--- src/rtl/cnn_stream_ctrl_if.sv ---
// Load/result stream bundle for cnn_stream_ctrl.
// Inbound beats flow s_* (TB -> ctrl); results flow m_* (ctrl -> TB).
interface cnn_stream_ctrl_if #(
    parameter int DATA_WIDTH = 8
);
    logic                  s_valid;
    logic                  s_ready;
    logic [DATA_WIDTH-1:0] s_data;
    logic                  s_last;
    logic                  m_valid;
    logic                  m_ready;
    logic [DATA_WIDTH-1:0] m_data;
    logic                  m_last;

    modport slave (
        input  s_valid, s_data, s_last, m_ready,
        output s_ready, m_valid, m_data, m_last
    );

    modport master (
        output s_valid, s_data, s_last, m_ready,
        input  s_ready, m_valid, m_data, m_last
    );
endinterface

--- src/rtl/cnn_stream_ctrl.sv ---
// Stream controller feeding a CNN accelerator: loads kernel + ifmap from a beat
// stream, runs the accelerator until done, then drains the pooled result.
module cnn_stream_ctrl #(
    parameter int DATA_WIDTH      = 8,
    parameter int IFMAP_SIZE      = 8,
    parameter int KERNEL_SIZE     = 3,
    parameter int POOL_OFMAP_SIZE = 3
) (
    input  logic                         clk,
    input  logic                         reset,
    cnn_stream_ctrl_if.slave             bus,
    output logic        [DATA_WIDTH-1:0] acc_ifmap   [IFMAP_SIZE][IFMAP_SIZE],
    output logic signed [DATA_WIDTH-1:0] acc_weights [KERNEL_SIZE][KERNEL_SIZE],
    input  logic        [DATA_WIDTH-1:0] acc_ofmap   [POOL_OFMAP_SIZE][POOL_OFMAP_SIZE],
    output logic                         acc_en,
    output logic                         acc_clear,
    input  logic                         acc_done,
    output logic                         busy,
    output logic                         err
);
    localparam int KW = (KERNEL_SIZE > 1) ? $clog2(KERNEL_SIZE) : 1;
    localparam int XW = (IFMAP_SIZE > 1) ? $clog2(IFMAP_SIZE) : 1;
    localparam int OW = (POOL_OFMAP_SIZE > 1) ? $clog2(POOL_OFMAP_SIZE) : 1;

    typedef enum logic [2:0] {CLEAR, LOAD_W, LOAD_X, RUN, DRAIN} state_t;

    state_t                r_state, w_next;
    logic [KW-1:0]         r_wr, r_wc;
    logic [XW-1:0]         r_xr, r_xc;
    logic [OW-1:0]         r_or, r_oc;
    logic [DATA_WIDTH-1:0] r_buf [POOL_OFMAP_SIZE][POOL_OFMAP_SIZE];

    logic w_beat, w_mxfer, w_w_last, w_x_last, w_o_last, w_early, w_missing;

    assign w_beat    = bus.s_valid && bus.s_ready;
    assign w_mxfer   = bus.m_valid && bus.m_ready;
    assign w_w_last  = (r_wr == KW'(KERNEL_SIZE - 1)) && (r_wc == KW'(KERNEL_SIZE - 1));
    assign w_x_last  = (r_xr == XW'(IFMAP_SIZE - 1)) && (r_xc == XW'(IFMAP_SIZE - 1));
    assign w_o_last  = (r_or == OW'(POOL_OFMAP_SIZE - 1)) && (r_oc == OW'(POOL_OFMAP_SIZE - 1));
    // s_last is legal only on the very last ifmap beat of a frame
    assign w_early   = w_beat && bus.s_last && !((r_state == LOAD_X) && w_x_last);
    assign w_missing = w_beat && !bus.s_last && (r_state == LOAD_X) && w_x_last;

    always_ff @(posedge clk) begin
        if (!reset) r_state <= CLEAR;
        else        r_state <= w_next;
    end

    always_comb begin
        w_next      = r_state;
        bus.s_ready = 1'b0;
        bus.m_valid = 1'b0;
        bus.m_data  = '0;
        bus.m_last  = 1'b0;
        acc_en      = 1'b0;
        acc_clear   = 1'b0;
        busy        = 1'b1;
        case (r_state)
            CLEAR: begin
                acc_clear = 1'b1;
                w_next    = LOAD_W;
            end
            LOAD_W: begin
                bus.s_ready = 1'b1;
                busy        = !((r_wr == '0) && (r_wc == '0));
                if (w_beat) begin
                    if (bus.s_last)    w_next = CLEAR;
                    else if (w_w_last) w_next = LOAD_X;
                end
            end
            LOAD_X: begin
                bus.s_ready = 1'b1;
                if (w_beat) begin
                    if (w_early)       w_next = CLEAR;
                    else if (w_x_last) w_next = RUN;
                end
            end
            RUN: begin
                acc_en = 1'b1;
                if (acc_done) w_next = DRAIN;
            end
            DRAIN: begin
                bus.m_valid = 1'b1;
                bus.m_data  = r_buf[r_or][r_oc];
                bus.m_last  = w_o_last;
                if (w_mxfer && w_o_last) w_next = CLEAR;
            end
            default: w_next = CLEAR;
        endcase
    end

    always_ff @(posedge clk) begin
        if (!reset) begin
            r_wr <= '0;
            r_wc <= '0;
            r_xr <= '0;
            r_xc <= '0;
            r_or <= '0;
            r_oc <= '0;
            err  <= 1'b0;
            for (int r = 0; r < KERNEL_SIZE; r++)
                for (int c = 0; c < KERNEL_SIZE; c++) acc_weights[r][c] <= '0;
            for (int r = 0; r < IFMAP_SIZE; r++)
                for (int c = 0; c < IFMAP_SIZE; c++) acc_ifmap[r][c] <= '0;
            for (int r = 0; r < POOL_OFMAP_SIZE; r++)
                for (int c = 0; c < POOL_OFMAP_SIZE; c++) r_buf[r][c] <= '0;
        end else begin
            if (w_early || w_missing) err <= 1'b1;
            case (r_state)
                CLEAR: begin
                    r_wr <= '0;
                    r_wc <= '0;
                    r_xr <= '0;
                    r_xc <= '0;
                    r_or <= '0;
                    r_oc <= '0;
                end
                LOAD_W: if (w_beat && !bus.s_last) begin
                    acc_weights[r_wr][r_wc] <= bus.s_data;
                    if (r_wc == KW'(KERNEL_SIZE - 1)) begin
                        r_wc <= '0;
                        r_wr <= (r_wr == KW'(KERNEL_SIZE - 1)) ? '0 : r_wr + 1'b1;
                    end else begin
                        r_wc <= r_wc + 1'b1;
                    end
                end
                LOAD_X: if (w_beat && !w_early) begin
                    acc_ifmap[r_xr][r_xc] <= bus.s_data;
                    if (r_xc == XW'(IFMAP_SIZE - 1)) begin
                        r_xc <= '0;
                        r_xr <= (r_xr == XW'(IFMAP_SIZE - 1)) ? '0 : r_xr + 1'b1;
                    end else begin
                        r_xc <= r_xc + 1'b1;
                    end
                end
                RUN: if (acc_done) r_buf <= acc_ofmap;
                DRAIN: if (w_mxfer) begin
                    if (r_oc == OW'(POOL_OFMAP_SIZE - 1)) begin
                        r_oc <= '0;
                        r_or <= (r_or == OW'(POOL_OFMAP_SIZE - 1)) ? '0 : r_or + 1'b1;
                    end else begin
                        r_oc <= r_oc + 1'b1;
                    end
                end
                default: ;
            endcase
        end
    end
endmodule
--- src/flat_wrapper.sv ---
// flat-port wrapper written by rule: the top's interface ports become plain ports
module cnn_stream_ctrl_flat 
#(
    parameter int DATA_WIDTH      = 8,
    parameter int IFMAP_SIZE      = 8,
    parameter int KERNEL_SIZE     = 3,
    parameter int POOL_OFMAP_SIZE = 3
)
  (clk, reset, acc_ifmap, acc_weights, acc_ofmap, acc_en, acc_clear, acc_done, busy, err, bus_s_valid, bus_s_data, bus_s_last, bus_m_ready, bus_s_ready, bus_m_valid, bus_m_data, bus_m_last);
  cnn_stream_ctrl_if #(.DATA_WIDTH(DATA_WIDTH)) bus_i ();
  input  logic clk;
  input  logic reset;
  output logic        [DATA_WIDTH-1:0] acc_ifmap[IFMAP_SIZE][IFMAP_SIZE];
  output logic signed [DATA_WIDTH-1:0] acc_weights[KERNEL_SIZE][KERNEL_SIZE];
  input  logic        [DATA_WIDTH-1:0] acc_ofmap[POOL_OFMAP_SIZE][POOL_OFMAP_SIZE];
  output logic acc_en;
  output logic acc_clear;
  input  logic acc_done;
  output logic busy;
  output logic err;
  input wire logic [$bits(bus_i.s_valid)-1:0] bus_s_valid;
  input wire logic [$bits(bus_i.s_data)-1:0] bus_s_data;
  input wire logic [$bits(bus_i.s_last)-1:0] bus_s_last;
  input wire logic [$bits(bus_i.m_ready)-1:0] bus_m_ready;
  output wire logic [$bits(bus_i.s_ready)-1:0] bus_s_ready;
  output wire logic [$bits(bus_i.m_valid)-1:0] bus_m_valid;
  output wire logic [$bits(bus_i.m_data)-1:0] bus_m_data;
  output wire logic [$bits(bus_i.m_last)-1:0] bus_m_last;
  assign bus_i.s_valid = bus_s_valid;
  assign bus_i.s_data = bus_s_data;
  assign bus_i.s_last = bus_s_last;
  assign bus_i.m_ready = bus_m_ready;
  assign bus_s_ready = bus_i.s_ready;
  assign bus_m_valid = bus_i.m_valid;
  assign bus_m_data = bus_i.m_data;
  assign bus_m_last = bus_i.m_last;
  cnn_stream_ctrl #(.DATA_WIDTH(DATA_WIDTH), .IFMAP_SIZE(IFMAP_SIZE), .KERNEL_SIZE(KERNEL_SIZE), .POOL_OFMAP_SIZE(POOL_OFMAP_SIZE)) u_core (.clk(clk), .reset(reset), .bus(bus_i), .acc_ifmap(acc_ifmap), .acc_weights(acc_weights), .acc_ofmap(acc_ofmap), .acc_en(acc_en), .acc_clear(acc_clear), .acc_done(acc_done), .busy(busy), .err(err));
endmodule
--- config.mk ---
export PLATFORM = sky130hd
export DESIGN_NAME = cnn_stream_ctrl_flat
export DESIGN_NICKNAME = d
export VERILOG_FILES = /design/src/rtl/cnn_stream_ctrl_if.sv /design/src/rtl/cnn_stream_ctrl.sv /design/src/flat_wrapper.sv
export SDC_FILE = /design/constraint.sdc
export NUM_CORES = 1
export LEC_CHECK = 0
export BUFFER_PORTS_ARGS = -buffer_cell sky130_fd_sc_hd__buf_2
export CORE_AREA = 2 2 269 271
export CTS_BUF_LIST = sky130_fd_sc_hd__clkbuf_8
export DETAILED_ROUTE_END_ITERATION = 6
export DIE_AREA = 0 0 271 273
export PLACE_DENSITY = 0.64
export SLEW_MARGIN = 20
export SYNTH_ARGS = -nofsm -noshare
export SYNTH_HDL_FRONTEND = slang
export SYNTH_SLANG_ARGS = --single-unit
--- constraint.sdc ---
create_clock -name clk -period 2.2 [get_ports clk]
set_input_delay 0.33 -clock clk [delete_from_list [all_inputs] [get_ports clk]]
set_output_delay 0.33 -clock clk [all_outputs]
set_load 0.02 [all_outputs]
==> results.ini, run 1 <==
[worst_setup_path]
crit_fanout = 9
path_buf_inv = 3
cp.required_ns = 1.87
start_kind = flip-flop
crit_slowest_cell = mux2_2
arrival_ns = 2.35
critical_path_class = flip-flop to output pin
critPathCaptureType = output pin
r2r_setup_slack_ns = 0.09
critPathTopFamily = compound AO/OA/AOI/OAI gates
crit_chain = buf_12, buf_8, mux2_2, a221oi_2, a211o_1, o21ai_1, buf_2
critPathMaxStageDelay_ns = 0.35

[power_and_ir_drop]
peakVddDrop_mv = 0.542
cellPowerDensity_mw_per_mm2 = 727
power_frac_seq_pct = 49.2
intPower_uw = 18700
swShare_pct = 25.2
power_frac_clock_pct = 43.4
leakage_uw = 0.0173
p_sw_uw = 6310
p_comb_share_pct = 7.3
totalPowerFinal_uw = 25000

[synthesis]
syn-num-nets = 2650
syn_inst = 2560
avgSynthCellArea_um2 = 10.1
synth_cell_types = 57
yosys_register_bits = 674
synth_area_mm2 = 0.0257
synth_warnings = 0
ys_async_sr_fraction_pct = 0
ys.flop_type = dfxtp_1
seq_area_frac_synth_pct = 52.4
synth_edf_count = 0

[place]
dp_hpwl_um = 58800
place_congestion = 0.800
numPortBuffers = 684
place_ws_ns = -0.0530

[layout]
drive_above_1_share_pct = 31.6
layout_common_cells = buf_2 (674), dfxtp_1 (670), nand2_1 (551)
final_util_pct = 48.5
layout_commonest_cell = buf_2
nets = 3463
fill_cells = 6732
area_growth_pct = 33.9

[cts]
clk_latency_ns = 0.71
cts_tree = done
htreeDepth = 3
clockRootBuffer = clkbuf_8
clock_path_buffers = 3
cts_buffers = 110
clock-sinks = 674
path_clk_slew_ns = 0.06

[floorplan]
die_x_um = 271
initial_core_util_pct = 36.3
rows = 98
design.portCount = 685
dieArea_mm2 = 0.0740
dieHeight_um = 273
coreArea_mm2 = 0.0710

[sta]
fin_crit_sh_pct = 122
fmax_ghz = 0.374
drv_slew = 0
rsz0062_at_grt = yes
period_minus_slack_ns = 2.68
setup_ws_ns = -0.477
max_slew.worst_pin.slew_ns = 0.585
finClkSkew_ns = 0.0472
slew_headroom_pct = 60.9
setup_violations = 9
hold_viol = 0

[global_routing]
grt-ovfl-total = 0
grt_max_degree = 131
first_global_vias = 20918
antenna_found_initial = 6
grt_pass1_wl_um = 132000
track_usage_pct = 23.4

[flow_run]
drv_cap = 0

[drt]
ant_nets = 0
first_pass_iters = 6
viasPerCell = 4.85
drt_iter0_drc = 1202
via_count = 21422
wl_per_cell_um = 20.4
wl_um = 90100
drc = 0

[run_status]
violations = setup timing
status = complete, but fails checks

[min_path]
holdCritPathClass = input port to flip-flop

-- metrics by stage --
stage                     hold slack [ns]  area (µm²)  std cells  setup TNS [ns]
final                               0.181       34500       4415           -2.95
after global routing                0.139       34500       4411           -4.11
after CTS                           0.106       34300       4403           -3.78
after detailed placement            0.443       31000       4118          -0.786
after global placement              0.439       31000       4118               0
after floorplan                     0.440       25700       2560               0
-- repair_timing --
item                       4_1_cts  5_1_grt
setup endpoints to repair      105       39
hold endpoints to repair        94        0
pin swaps                        5        7
hold buffers                    74        0
gates cloned                     1        0
setup buffers                   13        6
gates resized for setup         53       25
-- power by group through the flow --
stage	logic [µW]	registers (µW)	clock network [µW]
after floorplan	822	12600	0
after global placement	1550	12600	0
after detailed placement	1540	12600	0
after CTS	1770	12300	11200
after global routing	1940	12300	11700
final	1840	12300	10900
-- layer usage --
layer	vias to the layer above	global-route usage, %	wire length [µm]
met5	-	0	9
met4	2	10.6	3480
met3	200	5.80	6390
met2	739	38.3	42000
met1	10187	29.2	38100
li1	10294	-	-
-- kinds of logic (layout without fill, tap and decap cells) --
family                   Yosys count  after routing  share of synthesized area, %
buffers and inverters            215           1113                          3.22
flip-flops                       674            674                          52.4
other                              0              7                             0
adder cells (fa/ha/maj)            4              4                         0.194
multiplexers                     564            564                          22.0
XOR/XNOR                           1              1                        0.0340
AND/OR/NAND/NOR                  903            903                          16.8
AO/OA/AOI/OAI                    199            199                          5.33
-- synth_stat cells (all sizes together) (6+ instances only) --
library cell	n	area, µm²
a211o	7	61.3
a21boi	84	631
a21oi	11	55.1
a221oi	7	61.3
a22oi	8	60.1
buf	27	123
clkbuf	182	683
dfxtp	674	13500
inv	6	22.5
mux2	14	158
mux2i	550	5510
nand2	568	2150
nand3	90	571
nand4	18	113
nor2	15	56.3
nor2b	159	995
nor3b	9	67.6
nor4b	11	96.3
o21ai	63	315
-- worst reg2reg max path, cell delays in order, from the launching register on --
cell and delay (ns):
dfxtp_1 0.38, ha_1 0.17, ha_1 0.17, nand2_2 0.17, a211oi_4 0.34, buf_12 0.27, nand3_2 0.11, buf_4 0.22
mux2i_1 0.14
-- cell type report --
cell class	instances	area, µm²	area share (%)
diodes	7	17.5	0.0508
clock buffers	137	1890	5.47
clock inverters	60	324	0.940
inverters	6	22.5	0.0654
multi-input cells	1671	11800	34.2
flip-flops and latches	674	13500	39.2
well taps	950	1190	3.45
repair buffers	910	5730	16.6
-- final timing paths --
path	endpoint	depth (start not counted)	startpoint
worst max-delay path	bus_m_data[1]	7	u_core.r_or[0]
worst min-delay path	u_core.acc_ifmap[371]	4	bus_s_data[3]
worst max register to register	u_core.acc_ifmap[14]	8	u_core.r_xr[1]
worst min register to register	u_core.acc_ifmap[5]	2	u_core.acc_ifmap[5]
-- flip-flops by register name (all words and copies together) (netlist names) --
signal / cells
u_core.acc_weights: 72
u_core.r_oc: 2
u_core.r_wc: 2
u_core.r_wr: 2
u_core.r_buf: 72
u_core.r_state: 3
u_core.r_or: 2
u_core.acc_ifmap: 512
u_core.r_xr: 3
u_core.r_xc: 3
u_core.err: 1
(Power assumes the default switching activity.)
==> inputs of run 2 (changes only) <==
Settings changed: GPL_ROUTABILITY_DRIVEN set to 0, MAX_ROUTING_LAYER set to met4.
==> run 2 against run 1 <==
Effect of this change: the flow still finishes with violations (setup timing); total power about the same; combinational power hardly changed; maximum frequency hardly changed; design area hardly changed; largest cell class unchanged; final cell count barely moved; highest routed layer is now met4; first-iteration DRC count fell by 5.1%.
==> results.ini, run 2 (synthesis gave the netlist of run 1 again) <==
[run_status]
status = complete, but fails checks
violations = setup timing

[cts]
htreeDepth = 3  ; unchanged
clock_path_buffers = 3  ; unchanged
clk_latency_ns = 0.71  ; about the same
cts_tree = done
cts_buffers = 110  ; unchanged
path_clk_slew_ns = 0.06  ; about the same
clock-sinks = 674  ; unchanged
clockRootBuffer = clkbuf_8

[flow_run]
drv_cap = 0  ; unchanged

[global_routing]
grt-ovfl-total = 0  ; unchanged
track_usage_pct = 24.1  ; +0.71 points
grt_pass1_wl_um = 132000  ; -0.17%
grt_max_degree = 131  ; unchanged
first_global_vias = 20983  ; +0.31%
antenna_found_initial = 6  ; unchanged

[drt]
viasPerCell = 4.85  ; about the same
wl_um = 90300  ; +0.30%
via_count = 21429  ; +0.033%
ant_nets = 0  ; unchanged
wl_per_cell_um = 20.4  ; +0.25%
drt_iter0_drc = 1141  ; -5.1%
first_pass_iters = 5  ; -1
drc = 0  ; unchanged

[sta]
fmax_ghz = 0.373  ; about the same
fin_crit_sh_pct = 122  ; about the same
max_slew.worst_pin.slew_ns = 0.588  ; +0.00266 ns
setup_ws_ns = -0.478  ; -0.000973 ns
hold_viol = 0  ; unchanged
slew_headroom_pct = 60.7  ; -0.18 points
finClkSkew_ns = 0.0423  ; -0.00489 ns
rsz0062_at_grt = yes
drv_slew = 0  ; unchanged
setup_violations = 9  ; unchanged
period_minus_slack_ns = 2.68  ; +0.000973 ns
final.setup.tns_ns = -2.98  ; -0.0224 ns

[layout]
layout_common_cells = buf_2 (674), dfxtp_1 (670), nand2_1 (551)
final_util_pct = 48.5  ; about the same
area_growth_pct = 33.9  ; about the same
final_area_mm2 = 0.0345  ; about the same
top_regs = u_core.acc_ifmap: 512 flops, u_core.acc_weights: 72 flops, u_core.r_buf: 72 flops
drive_above_1_share_pct = 31.6  ; unchanged
layoutNonFillerInstCount = 4417  ; +0.045%
layout_commonest_cell = buf_2
nets = 3463  ; unchanged
largest_reg_flops = 512  ; unchanged
top_register = u_core.acc_ifmap

[place]
dp_hpwl_um = 58800  ; unchanged
dpl_cell_area_mm2 = 0.0310  ; unchanged
placed_cells = 4118  ; unchanged
numPortBuffers = 684  ; unchanged

[power_and_ir_drop]
power_frac_clock_pct = 43.4  ; about the same
cellPowerDensity_mw_per_mm2 = 726  ; about the same
p_comb_share_pct = 7.4  ; about the same
leakage_uw = 0.0173  ; unchanged
peakVddDrop_mv = 0.543  ; +0.15%
power_frac_seq_pct = 49.2  ; about the same
swShare_pct = 25.2  ; about the same
p_sw_uw = 6300  ; about the same
intPower_uw = 18700  ; about the same

[floorplan]
dieArea_mm2 = 0.0740  ; unchanged
design.portCount = 685  ; unchanged
initial_core_util_pct = 36.3  ; unchanged
die_x_um = 271  ; unchanged
dieHeight_um = 273  ; unchanged
coreArea_mm2 = 0.0710  ; unchanged
rows = 98  ; unchanged

[worst_setup_path]
crit_chain = buf_12, buf_8, mux2_2, a221oi_2, a211o_1, o21ai_1, buf_2
arrival_ns = 2.35  ; about the same
path_buf_inv = 3  ; unchanged
critPathTopFamily = compound AO/OA/AOI/OAI gates
cp.required_ns = 1.87  ; about the same
critical_path_class = flip-flop to output pin
crit_start = u_core.r_or[0]
crit_slowest_cell = mux2_2
critPathCaptureType = output pin
crit_fanout = 9  ; unchanged
start_kind = flip-flop
r2r_start = u_core.r_xr[1]
critPathMaxStageDelay_ns = 0.35  ; about the same

[min_path]
holdCritPathClass = input port to flip-flop
worstHoldStart = bus_s_data[3]

run 2: worst min-delay path: stages:
cell	delay, ns
buf_2	0.09
nand2_2	0.06
buf_12	0.16
mux2i_1	0.15
run 2: area by class of cell:
cell class / instances / area (µm²)
timing repair buffer: 910 / 5730
sequential: 674 / 13500
fill: 6731 / 36500
multi-input combinational: 1671 / 11800
tap: 950 / 1190
inverter: 6 / 22.5
clock buffer: 137 / 1890
clock inverter: 60 / 324
antenna: 9 / 22.5
run 2: metal layers:
layer | GRT usage [%] | part of all wire (%) | vias to the layer above
met5 | - | 0 | -
met2 | 38.3 | 47 | 708
li1 | - | - | 10297
met3 | 5.92 | 6.9 | 196
met4 | 10.5 | 3.8 | 0
met1 | 29.1 | 43 | 10228
run 2: repair_timing:
item,4_1_cts,5_1_grt
buffers inserted,13,6
endpoints found under the setup margin,105,37
endpoints found under the hold margin,94,0
hold buffers,74,0
pin swaps,5,7
cloned,1,0
resized for setup,53,25
run 2: final timing paths:
| check | endpoint | slack [ns] | cells past startpoint |
|---|---|---|---|
| worst min-delay path | u_core.acc_ifmap[371] | 0.18 | 4 |
| worst max register to register | u_core.acc_ifmap[14] | 0.08 | 8 |
| worst max-delay path | bus_m_data[1] | -0.48 | 7 |
| worst min register to register | u_core.acc_ifmap[5] | 0.45 | 2 |
run 2: per-stage QoR:
step / setup WS (ns) / total power [µW] / hold slack, ns
after floorplan: 0.117 / 13400 / 0.440
after global placement: 0.00811 / 14100 / 0.439
after detailed placement: -0.0530 / 14100 / 0.443
after CTS: -0.473 / 25300 / 0.106
after global routing: -0.563 / 26000 / 0.140
final: -0.478 / 25000 / 0.183
run 2: power by group through the flow:
| stage | clock network, µW | registers, µW | logic [µW] |
|---|---|---|---|
| after detailed placement | 0 | 12600 | 1540 |
| after floorplan | 0 | 12600 | 822 |
| after global placement | 0 | 12600 | 1550 |
| after global routing | 11700 | 12300 | 1940 |
| final | 10900 | 12300 | 1840 |
| after CTS | 11200 | 12300 | 1770 |
